$ cat config.mk
export PLATFORM = sky130hd
export DESIGN_NAME = fp_div_seq
export DESIGN_NICKNAME = d
export VERILOG_FILES = /design/src/rtl/fp_div_seq.sv
export SDC_FILE = /design/constraint.sdc
export NUM_CORES = 1
export LEC_CHECK = 0
export ABC_AREA = 1
export BUFFER_PORTS_ARGS = -buffer_cell sky130_fd_sc_hd__buf_2
export CORE_MARGIN = 10
export CORE_UTILIZATION = 42
export DETAILED_ROUTE_END_ITERATION = 8
export PLACE_DENSITY = 0.85
export SLEW_MARGIN = 5
export SYNTH_ARGS = -nofsm -noshare
export SYNTH_HDL_FRONTEND = slang
export SYNTH_SLANG_ARGS = --single-unit
$ cat constraint.sdc
create_clock -name clk -period 1.95 [get_ports clk]
set_clock_uncertainty 0.2 [all_clocks]
set_input_delay 0.2925 -clock clk [delete_from_list [all_inputs] [get_ports clk]]
set_output_delay 0.2925 -clock clk [all_outputs]
set_load 0.005 [all_outputs]
$ cat src/rtl/fp_div_seq.sv
`default_nettype none
// ============================================================================
// Module   : fp_div_seq
// Purpose  : Issue/sequencing stage in front of the multi-cycle FP divider.
//            Accepts an IEEE-754 single-precision A/B pair (result = A/B),
//            resolves special operands locally in one cycle, and otherwise
//            launches the iterative divider, waits for it with a stale-ready
//            guard and a timeout, and returns a one-cycle result pulse.
// Ports    : clk, rst_n                  - clock, synchronous active-low reset
//            req_valid/req_ready         - operand handshake (ready only in IDLE)
//            op_a, op_b                  - dividend, divisor
//            div_start, div_a, div_b     - divider launch pulse and operands
//            div_c, div_ready            - divider quotient and done level
//            res_valid, res_data         - result pulse and held result
//            flag_invalid/divzero/timeout- exception flags, valid with res_valid
//            busy                        - operation in flight
// Revision : 1.0 - initial release
// ============================================================================
module fp_div_seq #(
   parameter int unsigned DIV_GUARD = 2,
   parameter int unsigned TIMEOUT   = 64,
   parameter logic [31:0] QNAN      = 32'h7FC00000
) (
   input  logic        clk,
   input  logic        rst_n,
   input  logic        req_valid,
   output logic        req_ready,
   input  logic [31:0] op_a,
   input  logic [31:0] op_b,
   output logic        div_start,
   output logic [31:0] div_a,
   output logic [31:0] div_b,
   input  logic [31:0] div_c,
   input  logic        div_ready,
   output logic        res_valid,
   output logic [31:0] res_data,
   output logic        flag_invalid,
   output logic        flag_divzero,
   output logic        flag_timeout,
   output logic        busy
);

   localparam logic [1:0] c_ST_IDLE  = 2'd0;
   localparam logic [1:0] c_ST_ISSUE = 2'd1;
   localparam logic [1:0] c_ST_WAIT  = 2'd2;
   localparam logic [1:0] c_ST_DONE  = 2'd3;

   // Guard counts DIV_GUARD..0; timeout counts 0..TIMEOUT-1 and aborts on the
   // cycle that would take it to TIMEOUT.
   localparam int unsigned      c_GW         = (DIV_GUARD > 0) ? $clog2(DIV_GUARD + 1) : 1;
   localparam int unsigned      c_TW         = (TIMEOUT > 1) ? $clog2(TIMEOUT) : 1;
   localparam logic [c_GW-1:0]  c_GUARD_LOAD = c_GW'(DIV_GUARD);
   localparam logic [c_GW-1:0]  c_GUARD_ONE  = c_GW'(1);
   localparam logic [c_TW-1:0]  c_TMO_LAST   = c_TW'(TIMEOUT - 1);
   localparam logic [c_TW-1:0]  c_TMO_ONE    = c_TW'(1);

   logic [1:0]      r_state;
   logic [c_GW-1:0] r_guard;
   logic [c_TW-1:0] r_tmo;
   logic [31:0]     r_div_a;
   logic [31:0]     r_div_b;
   logic [31:0]     r_res_data;
   logic            r_flag_invalid;
   logic            r_flag_divzero;
   logic            r_flag_timeout;

   // ------------------------------------------------------------------------
   // Operand classification
   // ------------------------------------------------------------------------
   logic w_a_exp_max, w_a_exp_zero, w_a_frac_nz;
   logic w_b_exp_max, w_b_exp_zero, w_b_frac_nz;
   logic w_a_nan, w_a_inf, w_a_zero;
   logic w_b_nan, w_b_inf, w_b_zero;
   logic w_sign;

   assign w_a_exp_max  = &op_a[30:23];
   assign w_a_exp_zero = ~|op_a[30:23];
   assign w_a_frac_nz  = |op_a[22:0];
   assign w_b_exp_max  = &op_b[30:23];
   assign w_b_exp_zero = ~|op_b[30:23];
   assign w_b_frac_nz  = |op_b[22:0];

   assign w_a_nan  = w_a_exp_max  &  w_a_frac_nz;
   assign w_a_inf  = w_a_exp_max  & ~w_a_frac_nz;
   assign w_a_zero = w_a_exp_zero & ~w_a_frac_nz;
   assign w_b_nan  = w_b_exp_max  &  w_b_frac_nz;
   assign w_b_inf  = w_b_exp_max  & ~w_b_frac_nz;
   assign w_b_zero = w_b_exp_zero & ~w_b_frac_nz;
   assign w_sign   = op_a[31] ^ op_b[31];

   logic        w_special;
   logic [31:0] w_spec_res;
   logic        w_spec_invalid;
   logic        w_spec_divzero;

   // Each branch relies on the earlier ones having excluded NaN and the
   // invalid pairs, so e.g. "a_inf" here already implies b finite.
   always_comb begin
      w_special      = 1'b1;
      w_spec_res     = QNAN;
      w_spec_invalid = 1'b0;
      w_spec_divzero = 1'b0;
      if (w_a_nan || w_b_nan) begin
         w_spec_invalid = 1'b1;
      end else if ((w_a_zero && w_b_zero) || (w_a_inf && w_b_inf)) begin
         w_spec_invalid = 1'b1;
      end else if (w_a_inf) begin
         w_spec_res = {w_sign, 8'hFF, 23'h0};
      end else if (w_b_zero) begin
         w_spec_res     = {w_sign, 8'hFF, 23'h0};
         w_spec_divzero = 1'b1;
      end else if (w_a_zero || w_b_inf) begin
         w_spec_res = {w_sign, 31'h0};
      end else begin
         w_special = 1'b0;
      end
   end

   // ------------------------------------------------------------------------
   // Sequencer
   // ------------------------------------------------------------------------
   always_ff @(posedge clk) begin
      if (!rst_n) begin
         r_state        <= c_ST_IDLE;
         r_guard        <= '0;
         r_tmo          <= '0;
         r_div_a        <= '0;
         r_div_b        <= '0;
         r_res_data     <= '0;
         r_flag_invalid <= 1'b0;
         r_flag_divzero <= 1'b0;
         r_flag_timeout <= 1'b0;
      end else begin
         case (r_state)
            c_ST_IDLE: begin
               if (req_valid) begin
                  r_div_a        <= op_a;
                  r_div_b        <= op_b;
                  r_flag_timeout <= 1'b0;
                  if (w_special) begin
                     r_res_data     <= w_spec_res;
                     r_flag_invalid <= w_spec_invalid;
                     r_flag_divzero <= w_spec_divzero;
                     r_state        <= c_ST_DONE;
                  end else begin
                     r_res_data     <= '0;
                     r_flag_invalid <= 1'b0;
                     r_flag_divzero <= 1'b0;
                     r_state        <= c_ST_ISSUE;
                  end
               end
            end
            c_ST_ISSUE: begin
               r_guard <= c_GUARD_LOAD;
               r_tmo   <= '0;
               r_state <= c_ST_WAIT;
            end
            c_ST_WAIT: begin
               // While the guard runs, any ready level is the previous
               // operation's leftover and must not be taken as completion.
               if (r_guard != '0) begin
                  r_guard <= r_guard - c_GUARD_ONE;
               end else if (div_ready) begin
                  r_res_data <= div_c;
                  r_state    <= c_ST_DONE;
               end else if (r_tmo == c_TMO_LAST) begin
                  r_res_data     <= QNAN;
                  r_flag_timeout <= 1'b1;
                  r_tmo          <= '0;
                  r_state        <= c_ST_DONE;
               end else begin
                  r_tmo <= r_tmo + c_TMO_ONE;
               end
            end
            c_ST_DONE: begin
               r_tmo   <= '0;
               r_state <= c_ST_IDLE;
            end
            default: begin
               r_state <= c_ST_IDLE;
            end
         endcase
      end
   end

   assign req_ready    = (r_state == c_ST_IDLE);
   assign busy         = (r_state != c_ST_IDLE);
   assign div_start    = (r_state == c_ST_ISSUE);
   assign res_valid    = (r_state == c_ST_DONE);
   assign div_a        = r_div_a;
   assign div_b        = r_div_b;
   assign res_data     = r_res_data;
   assign flag_invalid = r_flag_invalid;
   assign flag_divzero = r_flag_divzero;
   assign flag_timeout = r_flag_timeout;

endmodule
`default_nettype wire

* After elaboration in Yosys (flattened, before gate mapping)
Index checks and enable logic that the tools add are counted.
Word-level totals: flip-flop bits (word level) 109, logic and storage cells 97
Operators by class: $add $sub $neg 2, eq/ne operators 10, mux-type cells 41, bitwise operators 9, reduce and logical (&&, ||, !) cells 26
Operator list (count):
- $mux 32 | 10
- $pmux 32 s2 | 1
- $reduce_or 23->1 | 2
- $mux 6 | 3
- $mux 1 | 17
- $reduce_and 8->1 | 2
- $reduce_or 8->1 | 2
- $mux 2 | 6
- $pmux 6 s2 | 1
- $ne 2x2->1 const B | 5
- $reduce_bool 2->1 | 5
- $pmux 2 s4 | 1
- $add 6x1->6 const B | 1
- $and 1x1->1 | 6
- $eq 6x6->1 const B | 1
- $reduce_and 3->1 | 2
- $reduce_and 5->1 | 1
- $eq 2x2->1 const B | 2
- $pmux 2 s2 | 1
- $reduce_and 2->1 | 2
- $reduce_and 4->1 | 1
- $logic_or 1x1->1 | 3
- $ne 3x3->1 const B | 1
- $eq 2x1->1 const B | 1
- other kinds (8) | 11

* Depth between registers and ports, before layout
depth after elaboration 12, depth in mapped cells 13, mapped depth without buffers 13

* Worst setup path before layout
No wires, ideal clock.
path kind reg-to-reg, start register r_state[0], end register r_res_data[0] (netlist: res_data[0]), arrival time 1.598 ns, required time 1.680 ns, setup slack 0.082 ns, cell stages (with the launch flop) 12, clock period less this slack 1.868 ns, cell sequence dfxtp_1 -> inv_1 -> ha_1 -> inv_1 -> or2_2 -> nand2_2 -> a21oi_4 -> nand2_4 -> inv_4 -> buf_4 -> nand3_1 -> a21oi_1
Between the ends: cells in the longest elaborated chain, start to end 3
Ends and longest elaborated chain:
- from (decl) | line 57 | logic [1:0] r_state;
- from (signal assigned) | line 124 | r_state <= c_ST_IDLE;
- from (signal assigned) | line 144 | r_state <= c_ST_DONE;
- from (signal assigned) | line 149 | r_state <= c_ST_ISSUE;
- $logic_not 2->1 (*)
- via req_ready | line 27 | output logic req_ready,
- $ne 2x2->1 (no source line) / $reduce_bool 2->1 (equally long branches)
- $reduce_and 4->1 (no source line)
- to (signal assigned) | line 141 | r_res_data <= w_spec_res;
- to (signal assigned) | line 164 | r_res_data <= div_c;
- to (decl) | line 62 | logic [31:0] r_res_data;
Mark *: on every way through the listed nets, which the timed path passes. The rest lies on a longest branch. A chain may end at the register's enable or synchronous reset.

* Worst setup path after layout
start register r_state[0], end register r_res_data[24] (netlist: res_data[24])
Between the ends: cells in the longest elaborated chain, start to end 3
Ends and longest elaborated chain:
- $eq 2x2->1 / $logic_not 2->1 (equally long branches) | line 134 | case (r_state)
- $ne 3x3->1 (no source line), or another cell as far along
- $reduce_and 4->1 (no source line)
Parallel ways exist; a longest one is shown, timed or not.

==> impl_metrics.yaml <==
logic_synthesis:
  synth-seq-area-share_pct: 48.7
  yosys_warnings: 0
  synth_seq_cells: 109
  synth_nets: 722
  syn_area_per_cell_sq_um: 7.27
  synth.distinct_cells: 29
  syn_inst: 616
  synthesis.area_sq_mm: 0.00448
cells_and_area:
  mostFrequentLayoutCells: "202 x buf_2, 178 x nor2_1, 107 x dfxtp_1"
  syn_to_final_growth_pct: 51.3
  layout_commonest_cell: "buf_2"
  fin_nets: 1002
  fillers: 898
  final_layout_size_suffix_gt1_share_pct: 31.5
status:
  outcome: "completed"
worst_setup_path:
  worstPathRequired_ns: 2.06
  worstSetupPathType: "reg -> reg"
  cp_data_arrival_time_ns: 2.01
  worstSetupEndpointType: "register"
  r2r_start: "r_state[0]$_SDFFE_PN0P_"
  worstPathMaxFanout: 8
  crit_start: "r_state[0]$_SDFFE_PN0P_"
  crit_path_start_kind: "register"
global_routing:
  antenna_found_initial: 0
  gr-total-overflow: 0
  grt_pass1_vias: 5114
  grt_max_degree: 35
  grt_first_pass_wirelength_microns: 24500
  grtUsageTotal_pct: 19.9
floorplan:
  rows: 37
  io_pins: 203
  dieArea_sq_mm: 0.0152
  core-area_sq_mm: 0.0104
  die_y_microns: 123
  die_w_microns: 123
  start_util_pct: 43.2
clocking:
  clk_latency_ns: 0.37
  cts-root-buf: "clkbuf_8"
  cts.sinks: 109
  cts_made_buffers: 9
  tritoncts: "yes"
  htree_levels: 3
  cts_buffer_depth: 2
  clk_pin_slew_ns: 0.10
power_and_ir_drop:
  pwr-share-seq_pct: 39.5
  vdd_drop_max_mv: 0.724
  leakagePower_nw: 3.15
  p_per_area_mw_per_mm2: 1120
  p_clk_share_pct: 17.7
  p_int_w: 0.00482
  p_comb_share_pct: 42.8
  switchingPower_w: 0.00280
  switching_share_pct: 36.7
timing:
  worst_slack_ns: 0.0509
  setup_viol: 0
  hold_violations: 0
  slew_headroom_pct: 70.3
  fin_setup_tns_ns: 0
  finalCritPeriodShare_pct: 97.4
  tightest_slew_ns: 0.445
  hold_ws_ns: 0.0110
  slew_viol_final: 0
  fmax_ghz: 0.527
  min_period_ns: 1.90
job:
  drv_cap: 0
route:
  vias_per_cell: 4.98
  wl_per_cell_microns: 15.6
  drt_iter0_drc: 334
  drt.antenna.violating_nets: 0
  drc: 0
  firstDrtPassIters: 4
  wl_microns: 16200
  vias: 5168
hold_path:
  hp-start: "op_b[18]"
  hold_path.class: "in -> reg"
placement:
  io_buffer_count: 202
  dp_worst_setup_slack_ns: 0.0140
  routabilityCongestion: 0.853
  dpl.hpwl_microns: 11100
## what timing repair did
| item | CTS | global route |
|---|---|---|
| endpoints found under the setup margin | 1 | 36 |
| cloned | 0 | 2 |
| buffers inserted | 0 | 3 |
| endpoints found under the hold margin | 69 | 0 |
| hold buffers | 69 | 0 |
| gates resized for setup | 1 | 17 |
| pin swaps | 0 | 3 |
## path summary, 6_finish.rpt
check / endpoint / slack (ns) / cells after the start
max reg2reg: res_data[24]$_SDFFE_PN0P_ / 0.05 / 12
min reg2reg: res_data[8]$_SDFFE_PN0P_ / 0.27 / 2
max: res_data[24]$_SDFFE_PN0P_ / 0.05 / 12
min: div_b[18]$_SDFFE_PN0P_ / 0.01 / 3
## cells in the mapped netlist (all sizes together)
master | instances | area, sq um
clkbuf | 24 | 90.1
buf | 9 | 62.6
dfxtp | 109 | 2180
a211oi | 3 | 22.5
a31oi | 2 | 12.5
nand4 | 9 | 56.3
nand3 | 38 | 190
or2 | 9 | 56.3
o22ai | 1 | 6.26
nor2 | 180 | 678
nor3 | 2 | 10.0
a21oi | 46 | 241
xor2 | 2 | 17.5
ha | 6 | 75.1
o211ai | 1 | 12.5
nand2 | 71 | 277
inv | 30 | 118
o21a | 1 | 7.51
o21ai | 73 | 365
## flip-flops by register name, summed over array words and instances, names as in the netlist
| name | flops |
|---|---|
| div_b | 32 |
| r_tmo | 6 |
| r_state | 2 |
| res_data | 32 |
| flag_timeout | 1 |
| div_a | 32 |
| flag_invalid | 1 |
| flag_divzero | 1 |
| r_guard | 2 |
## metal layers
layer / wire length, microns / GRT usage [%]
met4: 462 / 8.73
met1: 6250 / 21.6
met3: 1340 / 5.24
met2: 8160 / 35.6
met5: 0 / 0
## worst max-delay path: stages, from the launching register on
cell	delay, ns
dfxtp_2	0.38
inv_2	0.05
ha_2	0.19
inv_2	0.06
nor2_2	0.05
inv_4	0.08
nand2_2	0.07
a21oi_4	0.14
nand2_4	0.12
inv_8	0.11
buf_12	0.12
nand3_1	0.12
a21oi_2	0.15
## power by group through the flow
| stage | registers, W | logic (W) | clock network, W |
|---|---|---|---|
| 2_1_floorplan | 0.00310 | 0.00150 | 0 |
| 3_3_place_gp | 0.00302 | 0.00282 | 0 |
| 3_5_place_dp | 0.00305 | 0.00286 | 0 |
| 4_1_cts | 0.00300 | 0.00297 | 0.00138 |
| 5_1_grt | 0.00308 | 0.00358 | 0.00148 |
| 6_report | 0.00301 | 0.00326 | 0.00135 |
## per-stage QoR
step	cells	utilization [%]	cell area (sq um)	power [W]
2_1_floorplan	616	-	4480	0.00460
3_3_place_gp	947	55.6	5770	0.00584
3_5_place_dp	947	55.6	5770	0.00591
4_1_cts	1032	64.2	6650	0.00736
5_1_grt	1037	65.4	6780	0.00814
6_report	1038	65.4	6780	0.00762
## layout make-up
| type | instances | area [sq um] | share of cell area [%] |
|---|---|---|---|
| Sequential cell | 109 | 2180 | 32.2 |
| Antenna cell | 1 | 2.50 | 0.0369 |
| Tap cell | 136 | 170 | 2.51 |
| Inverter | 30 | 126 | 1.86 |
| Multi-Input combinational cell | 444 | 2070 | 30.5 |
| Timing Repair Buffer | 302 | 2030 | 30.0 |
| Clock buffer | 12 | 165 | 2.44 |
| Clock inverter | 4 | 30.0 | 0.443 |
## cells by family (layout without fill, tap and decap cells)
family | Yosys count | after routing | synth area share, %
AO/OA/AOI/OAI | 127 | 127 | 14.9
XOR/XNOR | 2 | 2 | 0.391
adder cells (fa/ha/maj) | 6 | 6 | 1.68
buffers and inverters | 63 | 348 | 6.03
flip-flops | 109 | 109 | 48.7
other | 0 | 1 | 0
AND/OR/NAND/NOR | 309 | 309 | 28.3
(Power assumes the default switching activity.)
